--- src/rtl/imem_arbiter.sv ---
// Two-port arbiter sharing one instruction memory between the fetch unit and a program loader.
// Optional boot hold (macro IMEM_BOOT_HOLD_EN) blocks fetch until the loader signals l_done.
module imem_arbiter #(
    parameter int ADDR_W = 13,
    parameter int DATA_W = 32
) (
    input  logic              clk,
    input  logic              rst,
    input  logic              f_req,
    input  logic [31:0]       f_addr,
    output logic              f_gnt,
    output logic              f_rvalid,
    output logic [DATA_W-1:0] f_rdata,
    input  logic              l_req,
    input  logic              l_we,
    input  logic [31:0]       l_addr,
    input  logic [DATA_W-1:0] l_wdata,
    input  logic              l_done,
    output logic              l_gnt,
    output logic              l_rvalid,
    output logic [DATA_W-1:0] l_rdata,
    output logic              mem_en,
    output logic              mem_we,
    output logic [ADDR_W-1:0] mem_addr,
    output logic [DATA_W-1:0] mem_wdata,
    input  logic [DATA_W-1:0] mem_rdata,
    output logic              fetch_hold,
    output logic [15:0]       conflict_cnt
);

    typedef enum logic {BOOT = 1'b0, RUN = 1'b1} state_t;

`ifdef IMEM_BOOT_HOLD_EN
    localparam state_t RESET_STATE = BOOT;
`else
    localparam state_t RESET_STATE = RUN;
`endif

    state_t      state_q, state_d;
    logic        last_l_q, last_l_d;
    logic        f_rv_q, f_rv_d;
    logic        l_rv_q, l_rv_d;
    logic [15:0] cnt_q, cnt_d;
    logic        f_cand, l_cand, contend;

    always_ff @(posedge clk) begin
        if (rst) begin
            state_q  <= RESET_STATE;
            last_l_q <= 1'b1;
            f_rv_q   <= 1'b0;
            l_rv_q   <= 1'b0;
            cnt_q    <= 16'd0;
        end else begin
            state_q  <= state_d;
            last_l_q <= last_l_d;
            f_rv_q   <= f_rv_d;
            l_rv_q   <= l_rv_d;
            cnt_q    <= cnt_d;
        end
    end

    always_comb begin
        state_d = state_q;
`ifdef IMEM_BOOT_HOLD_EN
        if (state_q == BOOT && l_done) begin
            state_d = RUN;
        end
`else
        state_d = RUN;
`endif
    end

    // Grants are gated by rst so nothing reaches the memory while in reset.
    always_comb begin
        f_cand  = f_req & (state_q == RUN) & ~rst;
        l_cand  = l_req & ~rst;
        contend = f_cand & l_cand;
        f_gnt   = f_cand & (~l_cand | last_l_q);
        l_gnt   = l_cand & (~f_cand | ~last_l_q);

        last_l_d = last_l_q;
        if (f_gnt || l_gnt) begin
            last_l_d = l_gnt;
        end
        f_rv_d = f_gnt;
        l_rv_d = l_gnt & ~l_we;

        cnt_d = cnt_q;
        if (contend && cnt_q != 16'hFFFF) begin
            cnt_d = cnt_q + 16'd1;
        end
    end

    assign mem_en    = f_gnt | l_gnt;
    assign mem_we    = l_gnt & l_we;
    assign mem_addr  = l_gnt ? l_addr[ADDR_W+1:2] : f_addr[ADDR_W+1:2];
    assign mem_wdata = l_wdata;

    // Masking with rst cancels a response whose read was granted just before reset.
    assign f_rvalid = f_rv_q & ~rst;
    assign l_rvalid = l_rv_q & ~rst;
    assign f_rdata  = f_rvalid ? mem_rdata : '0;
    assign l_rdata  = l_rvalid ? mem_rdata : '0;

    assign conflict_cnt = rst ? 16'd0 : cnt_q;

`ifdef IMEM_BOOT_HOLD_EN
    assign fetch_hold = (state_q == BOOT);
`else
    assign fetch_hold = 1'b0;
`endif

    // Byte-offset and out-of-range address bits are deliberately dropped.
    logic unused_ok;
    assign unused_ok = ^{f_addr[31:ADDR_W+2], f_addr[1:0],
                         l_addr[31:ADDR_W+2], l_addr[1:0], l_done};

endmodule

--- config.mk ---
export PLATFORM = sky130hd
export DESIGN_NAME = imem_arbiter
export DESIGN_NICKNAME = d
export VERILOG_FILES = /design/src/rtl/imem_arbiter.sv
export SDC_FILE = /design/constraint.sdc
export NUM_CORES = 1
export LEC_CHECK = 0
export CAP_MARGIN = 20
export CORE_AREA = 2 2 102 104
export CTS_BUF_LIST = sky130_fd_sc_hd__clkbuf_8 sky130_fd_sc_hd__clkbuf_16
export CTS_CLUSTER_DIAMETER = 120
export DETAILED_ROUTE_END_ITERATION = 7
export DIE_AREA = 0 0 104 106
export HOLD_SLACK_MARGIN = 0.1
export PLACE_DENSITY_LB_ADDON = 0.12
export SETUP_SLACK_MARGIN = 0.1
export SKIP_LAST_GASP = 1
export SLEW_MARGIN = 20
export SYNTH_ARGS = -nofsm -noshare
export SYNTH_HDL_FRONTEND = slang
export SYNTH_SLANG_ARGS = --single-unit
export TNS_END_PERCENT = 10
--- constraint.sdc ---
create_clock -name clk -period 1.6 [get_ports clk]
set_input_delay 0.32 -clock clk [delete_from_list [all_inputs] [get_ports clk]]
set_output_delay 0.32 -clock clk [all_outputs]
set_load 0.005 [all_outputs]
* After elaboration in Yosys (flattened, before gate mapping) *
Cells that the tools add are included.

word-level totals
  register bits = 19
  input bits = 134

operators by class
  add/subtract/negate cells = 1
  eq/ne operators = 1
  bitwise operators = 17
  muxes and demuxes = 4
  reductions and logical operators = 2

operators by type and width
  cell                   count
  $mux 32                2
  $add 16x1->16 const B  1
  $mux 16                1
  $ne 16x16->1 const B   1
  $mux 13                1
  $and 1x1->1            9
  $not 1->1              5
  $or 1x1->1             3
  $logic_and 1x1->1      1
  $logic_or 1x1->1       1

* Logic depth before layout (Yosys ltp) *
Gate-level depths: netlist (run 1).

  depth in word-level cells = 6
  depth in mapped cells = 5
  mapped depth without buffers = 5

* Worst setup path after synthesis (run 1) *
Ideal clock, no wire load.

  path type = flip-flop to flip-flop
  from = register cnt_q[0]
  to = register cnt_q[10]
  arrival = 1.549 ns
  path buffers = 0
  setup time = 0.121 ns
  cell stages (with the launch flop) = 6
  period minus slack after synthesis = 1.670 ns
  path slack = -0.070 ns
  cell sequence = dfxtp_1 > ha_1 > nand4_1 > or3_4 > nor3_1 > mux2_2

between the ends
  cells in the longest elaborated chain, start to end = 2
  elaborated cells between the ends (all ways) = 3

RTL lines
  item                                                                   RTL line  source
  start, declared                                                        43        logic [15:0] cnt_q, cnt_d;
  start signal, assigned                                                 58        cnt_q <= cnt_d;
  parallel branches: the longest is 2 deep, another holds $add 16x1->16  --

Several ways; the timed one is not identified.
A chain may end at the register's enable or synchronous reset.

* Final worst setup path (run 1) *
  from = register f_rv_q
  to = output f_rdata[25]

between the ends
  cells in the longest elaborated chain, start to end = 2

RTL lines
  item                    RTL line  source
  start, declared         41        logic f_rv_q, f_rv_d;
  start signal, assigned  56        f_rv_q <= f_rv_d;
  $and 1x1->1             100       assign f_rvalid = f_rv_q & ~rst;
  $mux 32                 102       assign f_rdata = f_rvalid ? mem_rdata : '0;
  end, declared           13        output logic [DATA_W-1:0] f_rdata,

No other way between the ends.

==> flow_metrics.env, run 1 <==
export IMPL_final_core_util_pct=40.02
export IMPL_fin_cells=558
export IMPL_cp_end_kind="output pin"
export IMPL_cp_data_arrival_time_ps=1440
export IMPL_io_buffers=161
export IMPL_peakVddDrop_mv=0.3676
export IMPL_cts_sinks=19
export IMPL_antenna_found_initial=0
export IMPL_status="complete, but fails checks"
export IMPL_synthCells=250
export IMPL_leakage_nw=2.010
export IMPL_violations="setup timing"
export IMPL_period_minus_slack_ps=1762
export IMPL_dp_cells=539
export IMPL_p_per_area_nw_per_um2=331.9
export IMPL_tns_ps=-9668
export IMPL_grt_use_total_pct=15.18
export IMPL_cts_path_max_buffers=2
export IMPL_ctsHoldBuffers=0
export IMPL_rsz0062_at_grt="yes"
export IMPL_seq_area_frac_synth_pct=20.04
export IMPL_yosysUniqueCellTypes=33
export IMPL_finalCritPeriodShare_pct=110.1
export IMPL_hpwl_um=7147
export IMPL_drc=0
export IMPL_cp_slowest_cell="dfxtp_1"
export IMPL_route_vias_total=2324
export IMPL_syn_nets=385
export IMPL_worstReg2RegStart="cnt_q[0]"
export IMPL_initial_core_util_pct=18.98
export IMPL_setup_viol=96
export IMPL_critPathKind="reg -> out"
export IMPL_boundaryPins=266
export IMPL_root_buffer="clkbuf_8"
export IMPL_setup_slack_ps=-162.2
export IMPL_vias_per_cell=4.165
export IMPL_nNetsFinal=558
export IMPL_syn_avg_cell_area_um2=7.592
export IMPL_die_y_um=106
export IMPL_combPwrFrac_pct=37.5
export IMPL_min_path_type="in -> reg"
export IMPL_crit_fanout=8
export IMPL_finalClockSkew_ps=5.127
export IMPL_cts_tree="built"
export IMPL_synthTopCellsByArea="and2_1 (21%), dfxtp_1 (20%), mux2_2 (14%)"
export IMPL_htreeDepth=1
export IMPL_swShare_pct=25.47
export IMPL_yosys_area_top_type="and2_1"
export IMPL_overflow=0
export IMPL_r2r_cells=5
export IMPL_cap_violations=0
export IMPL_cp_startpoint="f_rv_q"
export IMPL_grt_max_degree=24
export IMPL_holdPathStages=4
export IMPL_die_width_um=104
export IMPL_clock_power_share_pct=26.2
export IMPL_cp_required_ps=1280
export IMPL_die_area_um2=11020
export IMPL_slew_viol_final=0
export IMPL_gp_congestion=0.7652
export IMPL_clkTransAtPathRegs_ps=70
export IMPL_ys_ff_latch=19
export IMPL_post_drt_wl_per_cell_um=16.12
export IMPL_core_area_um2=10000
export IMPL_fin_total_pwr_mw=1.328
export IMPL_fillers=1061
export IMPL_cts_made_buffers=3
export IMPL_intPower_mw=0.9898
export IMPL_clock_latency_ps=260
export IMPL_grt_pass1_vias=2204
export IMPL_max_stage_delay_ps=310
export IMPL_ys_warn_count=0
export IMPL_crit_path_cell_trace="nor2b_4 -> buf_6 -> buf_6 -> buf_16 -> and2_1 -> clkdlybuf4s15_1"
export IMPL_hold_slack_ps=452.0
export IMPL_antennaDiodeCount=0
export IMPL_routed_wirelength_um=8997
export IMPL_p_sw_mw=0.3382
export IMPL_p_seq_share_pct=36.2
export IMPL_multi_input_area_um2=1328
export IMPL_grt_pass1_wl_um=13040
export IMPL_layout_drive_gt1_share_pct=28.67
export IMPL_drtPass1Iterations=4
export IMPL_synthesis_area_um2=1898
export IMPL_syn_to_final_growth_pct=110.8
export IMPL_drtIter0Drc=80
export IMPL_max_freq_mhz=567.5
export IMPL_rows=37
export IMPL_hold_start="l_req"
export IMPL_regArea_um2=390.4
export IMPL_crit_top_cell="buf_6"
export IMPL_hold_violations=0
export IMPL_synth_top_area_share_pct=21.42
export IMPL_worst_setup_path_start_kind="flip-flop"
export IMPL_antenna_left=0
[cells by family (layout without fill, tap and decap cells)]
logic type / Yosys count / after routing / share of synthesized area, %
AND/OR/NAND/NOR: 141 / 141 / 43.84
AO/OA/AOI/OAI: 14 / 14 / 4.482
flip-flops: 19 / 19 / 20.04
multiplexers: 24 / 24 / 14.24
buffers and inverters: 50 / 222 / 16.55
other: 1 / 1 / 0.1976
adder cells (fa/ha/maj): 1 / 1 / 0.6591
[state kept, by name, summed over array words and instances (netlist names)]
signal,flops
cnt_q,16
f_rv_q,1
l_rv_q,1
last_l_q,1
[cell type report]
cell class,count,area share [%]
clock buffer,3,1.032
clock inverter,1,0.09381
inverter,6,0.5629
multi-input combinational,181,33.18
sequential,19,9.756
tap,136,4.253
timing repair buffer,212,51.13
[routing by layer]
| metal | GRT usage, % | routed length, um | vias to the layer above |
|---|---|---|---|
| met5 | 0 | 0 | - |
| met3 | 5.886 | 890 | 4 |
| met4 | 2.606 | 57 | 0 |
| li1 | - | - | 1148 |
| met2 | 29.32 | 4684 | 113 |
| met1 | 15.66 | 3364 | 1059 |
[layout by cell type (no fill, tap or decap), drive strengths merged]
cell type,count
a211oi,2
a21boi,1
a21oi,7
a41oi,1
and2,65
and3,1
and3b,1
and4,2
and4b,1
buf,70
clkbuf,4
clkdlybuf4s15,6
clkdlybuf4s50,72
conb,1
dfxtp,19
dlygate4sd2,59
dlymetal6s2s,4
ha,1
inv,7
mux2,24
nand2,10
nand2b,2
nand3,2
nand3b,2
nand4,7
nor2,16
nor2b,15
nor3,7
nor3b,2
nor4,6
o21ai,2
o311ai,1
or3,2
[cell usage after synthesis (all sizes together)]
cell     n
and2    65
buf     37
mux2    24
dfxtp   19
nor2    16
nor2b   15
nand2   10
a21oi    7
clkbuf   7
nand4    7
nor3     7
inv      6
nor4     6
a211oi   2
and4     2
nand2b   2
nand3    2
nand3b   2
nor3b    2
o21ai    2
or3      2
a21boi   1
a41oi    1
and3     1
and3b    1
and4b    1
conb     1
ha       1
o311ai   1
[metrics by stage]
stage                     setup WS, ps  instance area [um2]
after global routing            -214.5                 4001
after CTS                       -172.5                 3941
final                           -162.2                 4001
after floorplan                 -35.60                 1906
after global placement          -788.0                 3704
after detailed placement        -775.2                 3704
[power groups by stage]
stage                     logic [mW]  registers, mW  clock network, mW
after global placement         0.456          0.494                  0
after floorplan                0.181          0.494                  0
final                          0.499          0.481              0.348
after global routing           0.534          0.482              0.371
after detailed placement       0.455          0.494                  0
after CTS                      0.503          0.483              0.360
[final timing paths]
| check | end | slack, ps |
|---|---|---|
| worst max-delay path | f_rdata[25] | -160 |
| worst min-delay path | last_l_q | 450 |
| worst min register to register | cnt_q[8] | 500 |
| worst max register to register | cnt_q[10] | -110 |
[repair_timing]
item,CTS,global route
buffers inserted,9,2
gates resized for setup,183,32
pin swaps,0,3
setup endpoints to repair,115,115
gates cloned,4,0
[worst max-delay path, delay by kind of cell, from the launching register on]
kind | cells | cell delay (ps)
buf+inv | 4 | 530
flops | 1 | 310
simple gates | 2 | 340
No activity file was read; power rests on OpenSTA's default activity.
==> run 2: changes to the inputs <==
==> constraint.sdc (replaced) <==
create_clock -name clk -period 1.62 [get_ports clk]
set_input_delay 0.324 -clock clk [delete_from_list [all_inputs] [get_ports clk]]
set_output_delay 0.324 -clock clk [all_outputs]
set_load 0.005 [all_outputs]
==> run 2 against run 1 <==
Via count about the same; clock-buffer cell count unchanged; largest cell class unchanged; final cell count increased by 0.36%; sequential share of layout area decreased by 0.19 points; setup slack improved by 10 ps; power decreased by 0.64%; wire length increased by 0.27%; hold slack improved by 61 ps; highest routed layer is now met5; die area unchanged; the flow still finishes with violations (setup timing); global-route usage increased by 0.47 points.
==> flow_metrics.env, run 2 (synthesis gave the netlist of run 1 again) <==
export IMPL_setup_slack_ps=-151.7
export IMPL_multi_input_area_um2=1284
export IMPL_setup_viol=99
export IMPL_fillers=1091
export IMPL_routed_wirelength_um=9021
export IMPL_placed_cell_area_um2=3681
export IMPL_largest_reg_flops=16
export IMPL_drc=0
export IMPL_use_met3_pct=6.315
export IMPL_critPathKind="reg -> out"
export IMPL_leakage_nw=1.872
export IMPL_fin_area_um2=4028
export IMPL_clock_latency_ps=260
export IMPL_core_area_um2=10000
export IMPL_die_width_um=104
export IMPL_die_area_um2=11020
export IMPL_antennaDiodeCount=0
export IMPL_max_stage_delay_ps=320
export IMPL_finalCritPeriodShare_pct=109.4
export IMPL_grt_pass1_wl_um=13560
export IMPL_rows=37
export IMPL_gr_usage_met1_pct=17.23
export IMPL_root_buffer="clkbuf_8"
export IMPL_cts_path_max_buffers=2
export IMPL_drtIter0Drc=89
export IMPL_die_y_um=106
export IMPL_syn_to_final_growth_pct=112.2
export IMPL_regArea_um2=385.4
export IMPL_final_common_cell="clkdlybuf4s50_1"
export IMPL_nNetsFinal=560
export IMPL_cp_end_kind="output pin"
export IMPL_finalClockSkew_ps=1.461
export IMPL_cts_made_buffers=3
export IMPL_met2_usage_pct=28.85
export IMPL_route_vias_total=2325
export IMPL_critPathBufInv=4
export IMPL_cts_tree="built"
export IMPL_peakVddDrop_mv=0.3769
export IMPL_violations="setup timing"
export IMPL_ctsHoldBuffers=0
export IMPL_drtPass1Iterations=4
export IMPL_final_core_util_pct=40.28
export IMPL_worst_setup_path_start_kind="flip-flop"
export IMPL_crit_family="buffers and inverters"
export IMPL_post_drt_wl_per_cell_um=16.11
export IMPL_p_per_area_nw_per_um2=327.6
export IMPL_tns_ps=-8983
export IMPL_status="complete, but fails checks"
export IMPL_boundaryPins=266
export IMPL_gp_congestion=0.7802
export IMPL_crit_top_cell="buf_6"
export IMPL_min_path_type="in -> reg"
export IMPL_regMostFlops="cnt_q"
export IMPL_antenna_found_initial=2
export IMPL_layout_common_cells="clkdlybuf4s50_1 (74), and2_1 (61), buf_4 (35), dlygate4sd2_1 (32), buf_6 (22)"
export IMPL_cap_violations=0
export IMPL_antenna_left=0
export IMPL_clkTransAtPathRegs_ps=80
export IMPL_cp_slowest_cell="dfxtp_2"
export IMPL_grt_use_total_pct=15.65
export IMPL_initial_core_util_pct=18.98
export IMPL_tightest_slew_ps=491.2
export IMPL_crit_path_cell_trace="nor2b_4 -> buf_6 -> buf_6 -> buf_16 -> and2_1 -> clkdlybuf4s15_1"
export IMPL_hpwl_um=7166
export IMPL_grt_pass1_vias=2294
export IMPL_htreeDepth=1
export IMPL_max_slew_margin_pct=66.84
export IMPL_busiest_layer="met2"
export IMPL_layout_drive_gt1_share_pct=30.66
export IMPL_io_buffers=161
export IMPL_overflow=0
export IMPL_crit_fanout=16
export IMPL_fin_total_pwr_mw=1.320
export IMPL_cp_data_arrival_time_ps=1450
export IMPL_rsz0062_at_grt="yes"
export IMPL_hold_violations=0
export IMPL_slew_viol_final=0
export IMPL_cts_sinks=19
export IMPL_grt_max_degree=25
export IMPL_vias_per_cell=4.152
export IMPL_cp_required_ps=1300
export IMPL_max_freq_mhz=564.4
export IMPL_period_minus_slack_ps=1772
run 2: worst reg2reg max path, delay by kind of cell (launching register included):
family | cells | cell delay (ps)
adder cells (fa/ha/maj) | 1 | 220
flip-flops | 1 | 340
multiplexers | 1 | 340
AND/OR/NAND/NOR | 3 | 690
run 2: final timing paths:
kind / from / end / slack, ps / cells after the start
min: f_req / last_l_q / 510 / 4
max: f_rv_q / f_rdata[26] / -150 / 6
min reg2reg: cnt_q[8] / cnt_q[8] / 530 / 2
max reg2reg: cnt_q[1] / cnt_q[10] / -80 / 5
run 2: area by class of cell:
| class | count | area share [%] |
|---|---|---|
| clock buffer | 3 | 1.025 |
| clock inverter | 1 | 0.09320 |
| inverter | 6 | 0.5592 |
| multi-input combinational | 181 | 31.87 |
| sequential | 19 | 9.568 |
| tap | 136 | 4.225 |
| timing repair buffer | 214 | 52.66 |
run 2: where the power goes:
group | internal [mW] | leakage [nW] | switching [mW]
registers | 0.474 | 0.155 | 0.00336
clock network | 0.169 | 0.0269 | 0.167
logic | 0.348 | 1.69 | 0.159
total | 0.991 | 1.87 | 0.329
run 2: repair_timing:
item / in CTS / in global routing
resized for setup: 229 / 26
setup endpoints to repair: 115 / 115
cloned: 6 / 0
pin swaps: 1 / 2
buffers inserted: 16 / 0
run 2: stage by stage:
step	cells	setup slack, ps	hold slack [ps]
3_5_place_dp	536	-800.5	504.6
5_1_grt	560	-229.2	567.2
4_1_cts	562	-163.2	519.2
6_report	560	-151.7	512.8
2_1_floorplan	250	-15.60	396.4
3_3_place_gp	536	-770.9	497.9
run 2: per-layer routing:
metal,part of all wire [%],up-vias
met4,0.48,4
met1,37,1046
met2,52,117
met5,0.33,-
li1,-,1152
met3,10,6
==> run 3: changes to the inputs <==
--- a/config.mk
+++ b/config.mk
@@ -5,14 +5,16 @@
 export SDC_FILE = /design/constraint.sdc
 export NUM_CORES = 1
 export LEC_CHECK = 0
+export ABC_AREA = 1
 export CAP_MARGIN = 20
-export CORE_AREA = 2 2 102 104
+export CORE_AREA = 2 2 103 105
 export CTS_BUF_LIST = sky130_fd_sc_hd__clkbuf_8 sky130_fd_sc_hd__clkbuf_16
 export CTS_CLUSTER_DIAMETER = 120
 export DETAILED_ROUTE_END_ITERATION = 7
-export DIE_AREA = 0 0 104 106
+export DIE_AREA = 0 0 105 107
 export HOLD_SLACK_MARGIN = 0.1
 export PLACE_DENSITY_LB_ADDON = 0.12
+export REMOVE_ABC_BUFFERS = 1
 export SETUP_SLACK_MARGIN = 0.1
 export SKIP_LAST_GASP = 1
 export SLEW_MARGIN = 20
==> run 3 against run 2 <==
The run still ends with setup timing left; setup slack better by 53 ps; sequential power is essentially flat; clock-buffer cell count is the same.
==> flow_metrics.env, run 3 <==
export IMPL_ys_top_cells_by_count="nor2_1 (118), nand2_1 (88), inv_1 (61), buf_4 (33), dfxtp_1 (19)"
export IMPL_die_y_um=107
export IMPL_htreeDepth=1
export IMPL_vias_per_cell=4.114
export IMPL_post_drt_wl_per_cell_um=18.90
export IMPL_route_vias_total=2777
export IMPL_worst_setup_path_start_kind="input pin"
export IMPL_grt_pass1_wl_um=17620
export IMPL_hpwl_um=11150
export IMPL_setup_slack_ps=-99.13
export IMPL_core_area_um2=10090
export IMPL_leakage_nw=2.244
export IMPL_rsz0062_at_grt="yes"
export IMPL_yosys_area_top_type="nor2_1"
export IMPL_antennaDiodeCount=0
export IMPL_grt_use_total_pct=21.76
export IMPL_ctsHoldBuffers=0
export IMPL_multi_input_area_um2=1136
export IMPL_worstReg2RegStart="cnt_q[0]"
export IMPL_status="complete, but fails checks"
export IMPL_cts_made_buffers=3
export IMPL_final_core_util_pct=37.88
export IMPL_drtIter0Drc=109
export IMPL_root_buffer="clkbuf_8"
export IMPL_layout_common_cells="nor2_1 (118), nand2_1 (77), dlygate4sd2_1 (76), inv_1 (62), clkdlybuf4s50_1 (61)"
export IMPL_yosysUniqueCellTypes=25
export IMPL_critPathBufInv=4
export IMPL_min_path_type="in -> reg"
export IMPL_antenna_left=0
export IMPL_cts_tree="built"
export IMPL_synthArstFlopShare_pct=0
export IMPL_max_freq_mhz=581.7
export IMPL_violations="setup timing"
export IMPL_io_buffers=161
export IMPL_synthesis_area_um2=2026
export IMPL_synth_top_area_share_pct=21.87
export IMPL_grt_pass1_vias=2639
export IMPL_fin_cells=675
export IMPL_crit_fanout=16
export IMPL_grt_max_degree=20
export IMPL_cap_violations=0
export IMPL_largest_reg_flops=16
export IMPL_ys_warn_count=0
export IMPL_die_width_um=105
export IMPL_routed_wirelength_um=12760
export IMPL_antenna_found_initial=0
export IMPL_syn_to_final_growth_pct=88.70
export IMPL_die_area_um2=11240
export IMPL_cp_startpoint="rst"
export IMPL_overflow=0
export IMPL_synthTopCellsByArea="nor2_1 (22%), dfxtp_1 (19%), nand2_1 (16%)"
export IMPL_crit_path_cell_trace="buf_2 -> buf_6 -> buf_4 -> nor2_1 -> clkdlybuf4s50_1"
export IMPL_hold_violations=0
export IMPL_cts_path_max_buffers=2
export IMPL_synth_ff_type="dfxtp_1"
export IMPL_gp_congestion=0.9344
export IMPL_clkTransAtPathRegs_ps=80
export IMPL_nNetsFinal=675
export IMPL_drtPass1Iterations=5
export IMPL_p_per_area_nw_per_um2=340.5
export IMPL_cp_end_kind="output pin"
export IMPL_synth_edf_count=0
export IMPL_cp_slowest_cell="clkdlybuf4s50_1"
export IMPL_critPathKind="in -> out"
export IMPL_cts_sinks=19
export IMPL_slew_viol_final=0
export IMPL_finalCritPeriodShare_pct=106.1
export IMPL_fillers=1163
export IMPL_yosysMostFrequentCell="nor2_1"
export IMPL_dp_cells=655
export IMPL_final_common_cell="nor2_1"
export IMPL_layout_drive_gt1_share_pct=15.40
export IMPL_max_stage_delay_ps=500
export IMPL_initial_core_util_pct=20.07
export IMPL_ys_ff_latch=19
export IMPL_cp_required_ps=1300
export IMPL_synthCells=382
export IMPL_clock_latency_ps=260
export IMPL_boundaryPins=266
export IMPL_regMostFlops="cnt_q"
export IMPL_hold_start="l_req"
export IMPL_drc=0
export IMPL_rows=37
export IMPL_peakVddDrop_mv=0.2186
export IMPL_regArea_um2=386.6
export IMPL_syn_avg_cell_area_um2=5.303
export IMPL_finalClockSkew_ps=4.283
export IMPL_crit_family="buffers and inverters"
export IMPL_cp_data_arrival_time_ps=1400
export IMPL_period_minus_slack_ps=1719
export IMPL_setup_viol=42
export IMPL_seq_area_frac_synth_pct=18.78
run 3: changes by cell type after synthesis, sizes merged, moves of 5 or more:
cell | before | now
inv | 6 | 65
and2 | 65 | 0
nand4 | 7 | 2
nor2 | 16 | 122
nor3 | 7 | 1
nand2 | 10 | 89
mux2 | 24 | 0
nor4 | 6 | 0
a21oi | 7 | 13
nor2b | 15 | 0
nand3 | 2 | 18
run 3: logic make-up (layout without fill, tap and decap cells):
kind of cell | Yosys count | in the layout | synth area share (%)
fa+ha+maj | 1 | 1 | 0.6176
compound gates | 18 | 18 | 5.374
simple gates | 232 | 232 | 47.25
xor+xnor | 1 | 1 | 0.4324
other cells | 1 | 1 | 0.1851
flops | 19 | 19 | 18.78
buf+inv | 110 | 267 | 27.36
run 3: path summary, 6_finish.rpt:
kind	to	slack, ps	depth (start not counted)
worst max-delay path	conflict_cnt[13]	-100	5
worst min-delay path	f_rv_q	400	3
worst max register to register	cnt_q[14]	110	6
worst min register to register	cnt_q[0]	520	2
run 3: report_power, final:
part           internal (mW)  switching (mW)
combinational          0.286           0.203
sequential             0.473         0.00681
clock                  0.169           0.164
run 3: cell type report:
class,count,area share (%)
well taps,136,4.452
clock inverters,1,0.09820
flip-flops and latches,19,10.11
inverters,65,6.383
repair buffers,198,48.15
multi-input cells,253,29.72
clock buffers,3,1.080
run 3: worst min-delay path: cells and delay by family:
| family | cells | cell delay (ps) |
|---|---|---|
| compound gates | 1 | 60 |
| buf+inv | 2 | 230 |
run 3: routing by layer:
| layer | global-route usage, % | vias to the layer above | part of all wire (%) |
|---|---|---|---|
| met2 | 40.63 | 152 | 51 |
| li1 | - | 1399 | - |
| met3 | 7.416 | 16 | 8.8 |
| met5 | 1.905 | - | 0 |
| met1 | 20.92 | 1210 | 35 |
| met4 | 11.62 | 0 | 5.5 |
run 3: repair_timing:
item	in CTS	in global routing
pin swaps	5	2
setup endpoints to repair	113	114
cloned	2	0
gates resized for setup	151	17
buffers inserted	8	7
run 3: metrics by stage:
step / instance area, um2 / setup WS, ps / power, mW / hold WS [ps] / setup TNS [ps]
3_5_place_dp: 3692 / -720.4 / 0.9888 / 507.2 / -65940
2_1_floorplan: 1715 / -43.03 / 0.6101 / 393.1 / -586.6
4_1_cts: 3764 / -145.9 / 1.323 / 484.4 / -2194
3_3_place_gp: 3692 / -746.7 / 0.9874 / 491.7 / -67210
5_1_grt: 3822 / -162.9 / 1.388 / 424.2 / -4558
6_report: 3822 / -99.13 / 1.302 / 403.5 / -1597
